### src/rtl/zbus_strobe_seq.sv
// ---------------------------------------------------------------------------
// zbus_strobe_seq
//
// Access sequencer between the Z80 bus decode and the W5300/SL811 chip bus.
// The raw asynchronous Z80 IORQ/RD/WR strobes are brought into the fclk
// domain through a 3-flop chain with a two-sample agreement filter. From the
// filtered levels a small FSM produces fixed-width chip read/write strobes,
// drives the chip data bus during writes, captures chip read data for the
// Z80, and inserts a recovery gap before the next access is accepted.
//
// Parameters:
//   RD_CYCLES     brd_n low width in fclk cycles (1..15)
//   WR_CYCLES     bwr_n low width in fclk cycles (1..15)
//   RECOV_CYCLES  recovery count loaded after each access (0..15)
//
// Ports:
//   fclk        in   filter / system clock (sole clock)
//   rst         in   synchronous active-high reset
//   ziorq_n     in   raw Z80 IORQ, asynchronous
//   zrd_n       in   raw Z80 RD, asynchronous
//   zwr_n       in   raw Z80 WR, asynchronous
//   sel         in   address decoder hit, stable while IORQ is low
//   zd_in[7:0]  in   Z80 data bus, stable while WR is low
//   bd_in[7:0]  in   chip data bus input
//   brd_n       out  chip read strobe (registered)
//   bwr_n       out  chip write strobe (registered)
//   bd_oe       out  drive chip data bus with bd_out (registered)
//   bd_out[7:0] out  write data latched at access start
//   rd_data[7:0]out  last byte captured from the chip
//   acc_active  out  high from access start to end of recovery
// ---------------------------------------------------------------------------
module zbus_strobe_seq #(
    parameter int RD_CYCLES    = 4,
    parameter int WR_CYCLES    = 3,
    parameter int RECOV_CYCLES = 2
) (
    input  logic       fclk,
    input  logic       rst,
    input  logic       ziorq_n,
    input  logic       zrd_n,
    input  logic       zwr_n,
    input  logic       sel,
    input  logic [7:0] zd_in,
    input  logic [7:0] bd_in,
    output logic       brd_n,
    output logic       bwr_n,
    output logic       bd_oe,
    output logic [7:0] bd_out,
    output logic [7:0] rd_data,
    output logic       acc_active
);

    typedef enum logic [2:0] {
        IDLE,
        RD_STB,
        WR_SETUP,
        WR_STB,
        WR_HOLD,
        WAIT_END,
        RECOV
    } state_e;

    localparam logic [3:0] RD_LOAD    = 4'(RD_CYCLES - 1);
    localparam logic [3:0] WR_LOAD    = 4'(WR_CYCLES - 1);
    localparam logic [3:0] RECOV_LOAD = 4'(RECOV_CYCLES);

    // Strobe vector bit order: [0] iorq, [1] rd, [2] wr. All active low.
    logic [2:0] raw_n;
    logic [2:0] s1_q, s2_q, s3_q;
    logic [2:0] filt_q, filt_d;
    logic       rd_act, wr_act;

    state_e     state_q, state_d;
    logic [3:0] cnt_q, cnt_d;
    logic       cap_rd, latch_wr;

    logic       brd_n_q, brd_n_d;
    logic       bwr_n_q, bwr_n_d;
    logic       bd_oe_q, bd_oe_d;
    logic       acc_q, acc_d;
    logic [7:0] bd_out_q, bd_out_d;
    logic [7:0] rd_data_q, rd_data_d;

    assign raw_n = {zwr_n, zrd_n, ziorq_n};

    // Agreement filter: follow s2/s3 when they match, otherwise hold. Taken
    // combinationally from s2/s3 so the FSM reacts on the edge after s3
    // settles, giving the 4-edge start latency.
    assign filt_d = (s2_q & s3_q) | (filt_q & (s2_q | s3_q));
    assign rd_act = ~filt_d[0] & ~filt_d[1];
    assign wr_act = ~filt_d[0] & ~filt_d[2];

    // -----------------------------------------------------------------------
    // State and datapath registers
    // -----------------------------------------------------------------------
    // NOTE: sequential state uses non-blocking assignments so every flop
    // samples the pre-edge value of its sources, independent of statement order.
    always_ff @(posedge fclk) begin
        if (rst) begin
            // Synchroniser and filter preset to the inactive level, so a strobe
            // already low at reset release is seen as a fresh edge 3 cycles later.
            s1_q      <= 3'b111;
            s2_q      <= 3'b111;
            s3_q      <= 3'b111;
            filt_q    <= 3'b111;
            state_q   <= IDLE;
            cnt_q     <= 4'd0;
            brd_n_q   <= 1'b1;
            bwr_n_q   <= 1'b1;
            bd_oe_q   <= 1'b0;
            acc_q     <= 1'b0;
            bd_out_q  <= 8'h00;
            rd_data_q <= 8'h00;
        end else begin
            s1_q      <= raw_n;
            s2_q      <= s1_q;
            s3_q      <= s2_q;
            filt_q    <= filt_d;
            state_q   <= state_d;
            cnt_q     <= cnt_d;
            brd_n_q   <= brd_n_d;
            bwr_n_q   <= bwr_n_d;
            bd_oe_q   <= bd_oe_d;
            acc_q     <= acc_d;
            bd_out_q  <= bd_out_d;
            rd_data_q <= rd_data_d;
        end
    end

    // -----------------------------------------------------------------------
    // Next-state logic
    // -----------------------------------------------------------------------
    // NOTE: every signal driven here gets a default first, so no path leaves
    // it unassigned and no latch is inferred.
    always_comb begin
        state_d  = state_q;
        cnt_d    = cnt_q;
        cap_rd   = 1'b0;
        latch_wr = 1'b0;

        case (state_q)
            IDLE: begin
                if (rd_act && wr_act && sel) begin
                    // Simultaneous RD and WR is a bus fault: no chip cycle.
                    state_d = IDLE;
                end else if (rd_act && sel) begin
                    state_d = RD_STB;
                    cnt_d   = RD_LOAD;
                end else if (wr_act && sel) begin
                    state_d  = WR_SETUP;
                    latch_wr = 1'b1;
                end else if (rd_act || wr_act) begin
                    // Not our address: track the strobe so acc_active covers it.
                    state_d = WAIT_END;
                end
            end

            RD_STB: begin
                if (cnt_q == 4'd0) begin
                    cap_rd  = 1'b1;
                    state_d = WAIT_END;
                end else begin
                    cnt_d = cnt_q - 4'd1;
                end
            end

            WR_SETUP: begin
                state_d = WR_STB;
                cnt_d   = WR_LOAD;
            end

            WR_STB: begin
                if (cnt_q == 4'd0) begin
                    state_d = WR_HOLD;
                end else begin
                    cnt_d = cnt_q - 4'd1;
                end
            end

            WR_HOLD: begin
                state_d = WAIT_END;
            end

            WAIT_END: begin
                if (!rd_act && !wr_act) begin
                    if (RECOV_CYCLES == 0) begin
                        state_d = IDLE;
                    end else begin
                        state_d = RECOV;
                        cnt_d   = RECOV_LOAD;
                    end
                end
            end

            RECOV: begin
                if (cnt_q == 4'd0) begin
                    state_d = IDLE;
                end else begin
                    cnt_d = cnt_q - 4'd1;
                end
            end

            default: begin
                state_d = IDLE;
            end
        endcase
    end

    // -----------------------------------------------------------------------
    // Output logic: decoded from the next state and registered above, so the
    // pins change on the same edge as the state and have no input-to-output
    // combinational path.
    // -----------------------------------------------------------------------
    always_comb begin
        brd_n_d = 1'b1;
        bwr_n_d = 1'b1;
        bd_oe_d = 1'b0;
        acc_d   = (state_d != IDLE);

        case (state_d)
            RD_STB:   brd_n_d = 1'b0;
            WR_SETUP: bd_oe_d = 1'b1;
            WR_STB: begin
                bd_oe_d = 1'b1;
                bwr_n_d = 1'b0;
            end
            WR_HOLD:  bd_oe_d = 1'b1;
            default: begin
                brd_n_d = 1'b1;
                bwr_n_d = 1'b1;
                bd_oe_d = 1'b0;
            end
        endcase

        bd_out_d  = latch_wr ? zd_in : bd_out_q;
        rd_data_d = cap_rd   ? bd_in : rd_data_q;
    end

    assign brd_n      = brd_n_q;
    assign bwr_n      = bwr_n_q;
    assign bd_oe      = bd_oe_q;
    assign acc_active = acc_q;
    assign bd_out     = bd_out_q;
    assign rd_data    = rd_data_q;

endmodule

### config.mk
export PLATFORM = sky130hd
export DESIGN_NAME = zbus_strobe_seq
export DESIGN_NICKNAME = d
export VERILOG_FILES = /design/src/rtl/zbus_strobe_seq.sv
export SDC_FILE = /design/constraint.sdc
export NUM_CORES = 1
export LEC_CHECK = 0
export CAP_MARGIN = 20
export CORE_ASPECT_RATIO = 0.75
export CORE_UTILIZATION = 47
export DETAILED_ROUTE_END_ITERATION = 8
export GPL_TIMING_DRIVEN = 0
export PLACE_DENSITY = 0.78
export SLEW_MARGIN = 20
export SYNTH_ARGS = -nofsm -noshare
export SYNTH_HDL_FRONTEND = slang
export SYNTH_SLANG_ARGS = --single-unit
### constraint.sdc
create_clock -name fclk -period 2.36 [get_ports fclk]
set_clock_uncertainty 0.15 [all_clocks]
set_input_delay 0.472 -clock fclk [delete_from_list [all_inputs] [get_ports fclk]]
set_output_delay 0.472 -clock fclk [all_outputs]
set_load 0.02 [all_outputs]
=== Word level (Yosys, flattened, before mapping) ===
Index checks and enable logic that the tools add are counted.

* Flip-flop bits (word level): 39
* Bits of input ports: 22

* Add/sub/neg operators: 1
* Equality and inequality tests: 14
* Muxes and demuxes: 23
* Bitwise gates (word level): 9
* Reductions and logical operators: 15

{| class="wikitable"
|+ Operators by type and width
! operator !! number
|-
| 3-bit two-way mux || 8
|-
| 3-bit one-hot mux with 7 select lines || 1
|-
| 4-bit two-way mux || 4
|-
| 4-bit one-hot mux with 4 select lines || 1
|-
| 3-bit by 2-bit == test with 1-bit output, second input constant || 4
|-
| 3-bit == test, second input constant || 4
|-
| 1-bit two-way mux || 9
|-
| 2-bit != test, second input constant || 4
|-
| 3-bit bitwise AND || 2
|-
| 3-bit by 1-bit == test with 1-bit output, second input constant || 2
|-
| 3-bit bitwise OR || 2
|-
| 3-bit OR reduction || 2
|-
| 1-bit logical AND || 5
|-
| 5-bit AND reduction || 1
|-
| 4-bit zero test || 1
|-
| 4-bit nonzero test || 1
|-
| 4-bit by 1-bit subtractor with 4-bit output, second input constant || 1
|-
| 3-bit zero test || 1
|-
| 1-bit inverter || 3
|-
| 3-bit nonzero test || 1
|-
| 1-bit bitwise AND || 2
|-
| 1-bit zero test || 2
|-
| 1-bit logical OR || 1
|}

=== Depth between registers and ports, before layout ===
* Depth after elaboration: 14
* Depth in mapped cells: 7
* Depth with buffers taken out: 7

=== Worst setup path after synthesis ===
OpenSTA, ideal clock, no wires.

* Path kind: input -> register
* Start: in sel
* End: reg bwr_n_q (netlist: bwr_n)
* Setup time: 127 ps
* Arrival time: 1858 ps
* Setup slack: 225 ps
* Cell stages on the path: 6
* Cell sequence: or4b_4 > nor4b_4 > buf_6 > o21bai_4 > nor2_2 > or3_1

* Cells in the longest elaborated chain, start to end: 7
* Elaborated cells between the ends (all ways): 9
* Classes of those cells: 1 x eq/ne; 5 x mux; 3 x reduce/logical

{| class="wikitable"
|+ Ends and longest elaborated chain
! what !! RTL line !! source
|-
| from (decl) || 42 || <nowiki>input logic sel,</nowiki>
|-
| 1-bit logical AND || 149 || <nowiki>end else if (wr_act && sel) begin</nowiki>
|-
| 3-bit two-way mux || 149 ||
|-
| 3-bit two-way mux || 146 || <nowiki>end else if (rd_act && sel) begin</nowiki>
|-
| 3-bit two-way mux (*) || 143 || <nowiki>if (rd_act && wr_act && sel) begin</nowiki>
|-
| 3-bit one-hot mux with 7 select lines (*) || 141 || <nowiki>case (state_q)</nowiki>
|-
| 3-bit by 2-bit == test with 1-bit output (*) || 220 || <nowiki>case (state_d)</nowiki>
|-
| 1-bit two-way mux (*) || 220 ||
|-
| to (signal assigned) || 122 || <nowiki>bwr_n_q <= bwr_n_d;</nowiki>
|-
| to (decl) || 78 || <nowiki>logic bwr_n_q, bwr_n_d;</nowiki>
|}

Every way passes the cells marked *; elsewhere a longest branch is shown, timed or not.
A chain may end at the register's enable or synchronous reset.

=== Worst setup path in the final report ===
* Start: reg state_q[1]
* End: reg bwr_n_q (netlist: bwr_n)

* Cells in the longest elaborated chain, start to end: 7
* Elaborated cells between the ends (all ways): 18
* Classes of those cells: 7 x eq/ne; 10 x mux; 1 x reduce/logical

{| class="wikitable"
|+ Ends and longest elaborated chain
! what !! RTL line !! source
|-
| from (decl) || 73 || <nowiki>state_e state_q, state_d;</nowiki>
|-
| from (signal assigned) || 119 || <nowiki>state_q <= state_d;</nowiki>
|-
| 3-bit two-way mux || 152 || <nowiki>end else if (rd_act || wr_act) begin</nowiki>
|-
| 3-bit two-way mux || 149 ||
|-
| 3-bit two-way mux || 146 ||
|-
| 3-bit two-way mux || 143 ||
|-
| 3-bit one-hot mux with 7 select lines (*) || 141 ||
|-
| 3-bit by 2-bit == test with 1-bit output (*) || 220 ||
|-
| 1-bit two-way mux (*) || 220 ||
|}

Marked as above.

==> flow_summary.json <==
{
  "run_status": "finished, final reports clean",
  "synth-seq-cells": 39,
  "yosysUniqueCellTypes": 41,
  "hold_ws_ps": 261.1,
  "clk_pin_slew_ps": 80,
  "fillCellCount": 234,
  "layout_setup_ws_ps": 155.0,
  "rsz0062_at_grt": "no",
  "critPathArrivalTime_ps": 2220,
  "nets": 223,
  "die_x_um": 68.69,
  "grt_use_met2_pct": 31.37,
  "io_pins": 42,
  "hold_viol": 0,
  "maxSlewViolCount": 0,
  "finalSetupTns_ps": 0,
  "p_per_area_nw_per_um2": 773.4,
  "ys.flop_type": "dfxtp_1",
  "totalWireLength_um": 3099,
  "antenna_found_initial": 0,
  "synth_nets": 176,
  "tritoncts": "yes",
  "core_um2": 3063,
  "yosysSeqAreaShare_pct": 49.80,
  "finalCritPeriodShare_pct": 93.43,
  "worstSkewPairLatency_ps": 280,
  "dieArea_um2": 3573,
  "place.gp.congestion": 0.7925,
  "critPathKind": "flip-flop to flip-flop",
  "yosysWarnings": 0,
  "critPathCaptureType": "flip-flop",
  "setup_viol": 0,
  "syn_inst": 152,
  "grt_remaining_overflow": 0,
  "wire_per_inst_um": 13.02,
  "critPathRequiredTime_ps": 2380,
  "met3_usage_pct": 6.140,
  "fmax_mhz": 453.5,
  "syn2layout_area_growth_pct": 38.23,
  "ant_nets": 0,
  "cts-htree-levels": 2,
  "crit_slowest_cell": "or4b_4",
  "dpl_worst_slack_ps": -369.4,
  "grt_pass1_wl_um": 5085,
  "cap_violations": 0,
  "grt_pass1_vias": 1155,
  "fp-row-count": 17,
  "cp-start-kind": "flip-flop",
  "fin_crit_ps": 2205,
  "diodes": 0,
  "drcViolationCount": 0,
  "grtUsageTotal_pct": 19.56,
  "drt_iter0_markers": 28,
  "hpwl_um": 2297,
  "min_path_type": "flip-flop to flip-flop",
  "path_cells": "or4b_4 -> nor4b_4 -> buf_6 -> o21bai_4 -> nor2_2 -> or3_1",
  "firstDrtPassIters": 4,
  "initial_core_util_pct": 51.18,
  "use_met1_pct": 24.90,
  "p_leak_nw": 0.7624,
  "die_h_um": 52.02,
  "vias": 1227,
  "netlist_area_um2": 1568,
  "cts-root-buf": "clkbuf_8",
  "synth_enable_flop_cells": 0,
  "cp_slowest_stage_delay_ps": 580,
  "clock_sinks": 39,
  "synth-async-reset-ratio_pct": 0,
  "crit_fanout": 8,
  "syn_avg_cell_area_um2": 10.31,
  "grt_max_degree": 14,
  "ctsLongestPathBuffers": 2,
  "grt.busiest_layer": "met2",
  "tightest_slew_ps": 648.0,
  "drive_gt1_share_pct": 17.00,
  "final_util_pct": 70.75,
  "peakVddDrop_mv": 0.4789,
  "maxSlewHeadroom_pct": 55.69,
  "cts_made_buffers": 5,
  "avgViaCountPerCell": 5.155,
  "numPortBuffers": 40
}
cell type report:
class / count / area [um^2] / share of cell area [%]
clock buffer: 5 / 68.82 / 3.176
timing repair buffer: 41 / 406.6 / 18.76
clock inverter: 3 / 67.56 / 3.118
buffer: 7 / 33.78 / 1.559
inverter: 5 / 18.77 / 0.8661
tap: 38 / 47.55 / 2.194
sequential: 39 / 780.7 / 36.03
multi-input combinational: 100 / 743.2 / 34.30
power by group:
group          internal (W)  switching, W
clock              0.000421      0.000224
sequential         0.000697     0.0000197
combinational      0.000154      0.000161
total               0.00127      0.000404
worst paths after layout:
check / start / to / slack, ps / depth (start not counted)
worst max register to register: state_q[1]$_SDFF_PP0_ / bwr_n$_SDFF_PP1_ / 160 / 6
worst min register to register: s1_q[2]$_SDFF_PP1_ / s2_q[2]$_SDFF_PP1_ / 260 / 1
worst min-delay path: s1_q[2]$_SDFF_PP1_ / s2_q[2]$_SDFF_PP1_ / 260 / 1
worst max-delay path: state_q[1]$_SDFF_PP0_ / bwr_n$_SDFF_PP1_ / 160 / 6
per-stage QoR:
step	instance area, um^2	cells	total power [W]
3_5_place_dp	2016	230	0.001035
5_1_grt	2167	238	0.001759
3_3_place_gp	2016	230	0.001021
6_report	2167	238	0.001676
2_1_floorplan	1568	152	0.0009250
4_1_cts	2158	239	0.001679
worst max-delay path: cells and delay by family, from the launching register on:
family,cells,cell delay [ps]
DFF,1,380
and+or+nand+nor,4,1310
AOI/OAI and AO/OA,1,110
buffers and inverters,1,140
what timing repair did:
item	CTS	global route
endpoints found under the hold margin	0	0
pin swaps	1	0
gates resized for setup	1	2
buffers inserted	1	0
setup endpoints to repair	1	9
hold buffers	0	0
synth_stat cells, types with 2 or more instances:
master | instances | area share (%)
dfxtp_1 | 39 | 50
clkbuf_1 | 7 | 1.7
a21oi_1 | 4 | 1.3
nor2_1 | 24 | 5.7
maj3_1 | 3 | 1.9
nand2_1 | 2 | 0.48
mux2i_1 | 16 | 10
a32o_1 | 2 | 1.3
or2_2 | 13 | 5.2
ha_1 | 2 | 1.6
o21ai_0 | 5 | 1.6
o211ai_1 | 2 | 0.96
inv_1 | 5 | 1.2
layer usage:
metal | vias to the layer above | share of wire (%) | wire (um)
met5 | - | 0 | 0
met4 | 0 | 0.45 | 14
met3 | 2 | 4.5 | 140
met2 | 27 | 47 | 1463
met1 | 575 | 48 | 1480
li1 | 623 | - | -
cell usage in the layout (no fill, tap or decap), types with 2 or more instances in the layout:
| master | netlist | layout |
|---|---|---|
| dfxtp_1 | 39 | 39 |
| bufinv_16 | 0 | 2 |
| nand2_1 | 2 | 2 |
| ha_1 | 2 | 2 |
| nor2_1 | 24 | 24 |
| a32o_1 | 2 | 2 |
| maj3_1 | 3 | 3 |
| a21oi_1 | 4 | 4 |
| clkbuf_1 | 7 | 6 |
| inv_1 | 5 | 5 |
| mux2i_1 | 16 | 16 |
| o21ai_0 | 5 | 5 |
| clkbuf_8 | 0 | 5 |
| clkdlybuf4s50_1 | 0 | 39 |
| or2_2 | 13 | 13 |
| o211ai_1 | 2 | 2 |
state kept, by name (all words and copies together), names as in the netlist:
name,cells
bwr_n,1
bd_out,8
rd_data,8
bd_oe,1
state_q,3
s3_q,3
cnt_q,4
s2_q,3
brd_n,1
acc_active,1
filt_q,3
s1_q,3
cells by family after synthesis:
logic type	synth area share, %
AOI/OAI and AO/OA	12.13
buffers and inverters	3.592
adders and majority gates	4.230
and+or+nand+nor	20.03
DFF	49.80
muxes	10.22
Note: power is estimated with default switching activity, not from simulation.
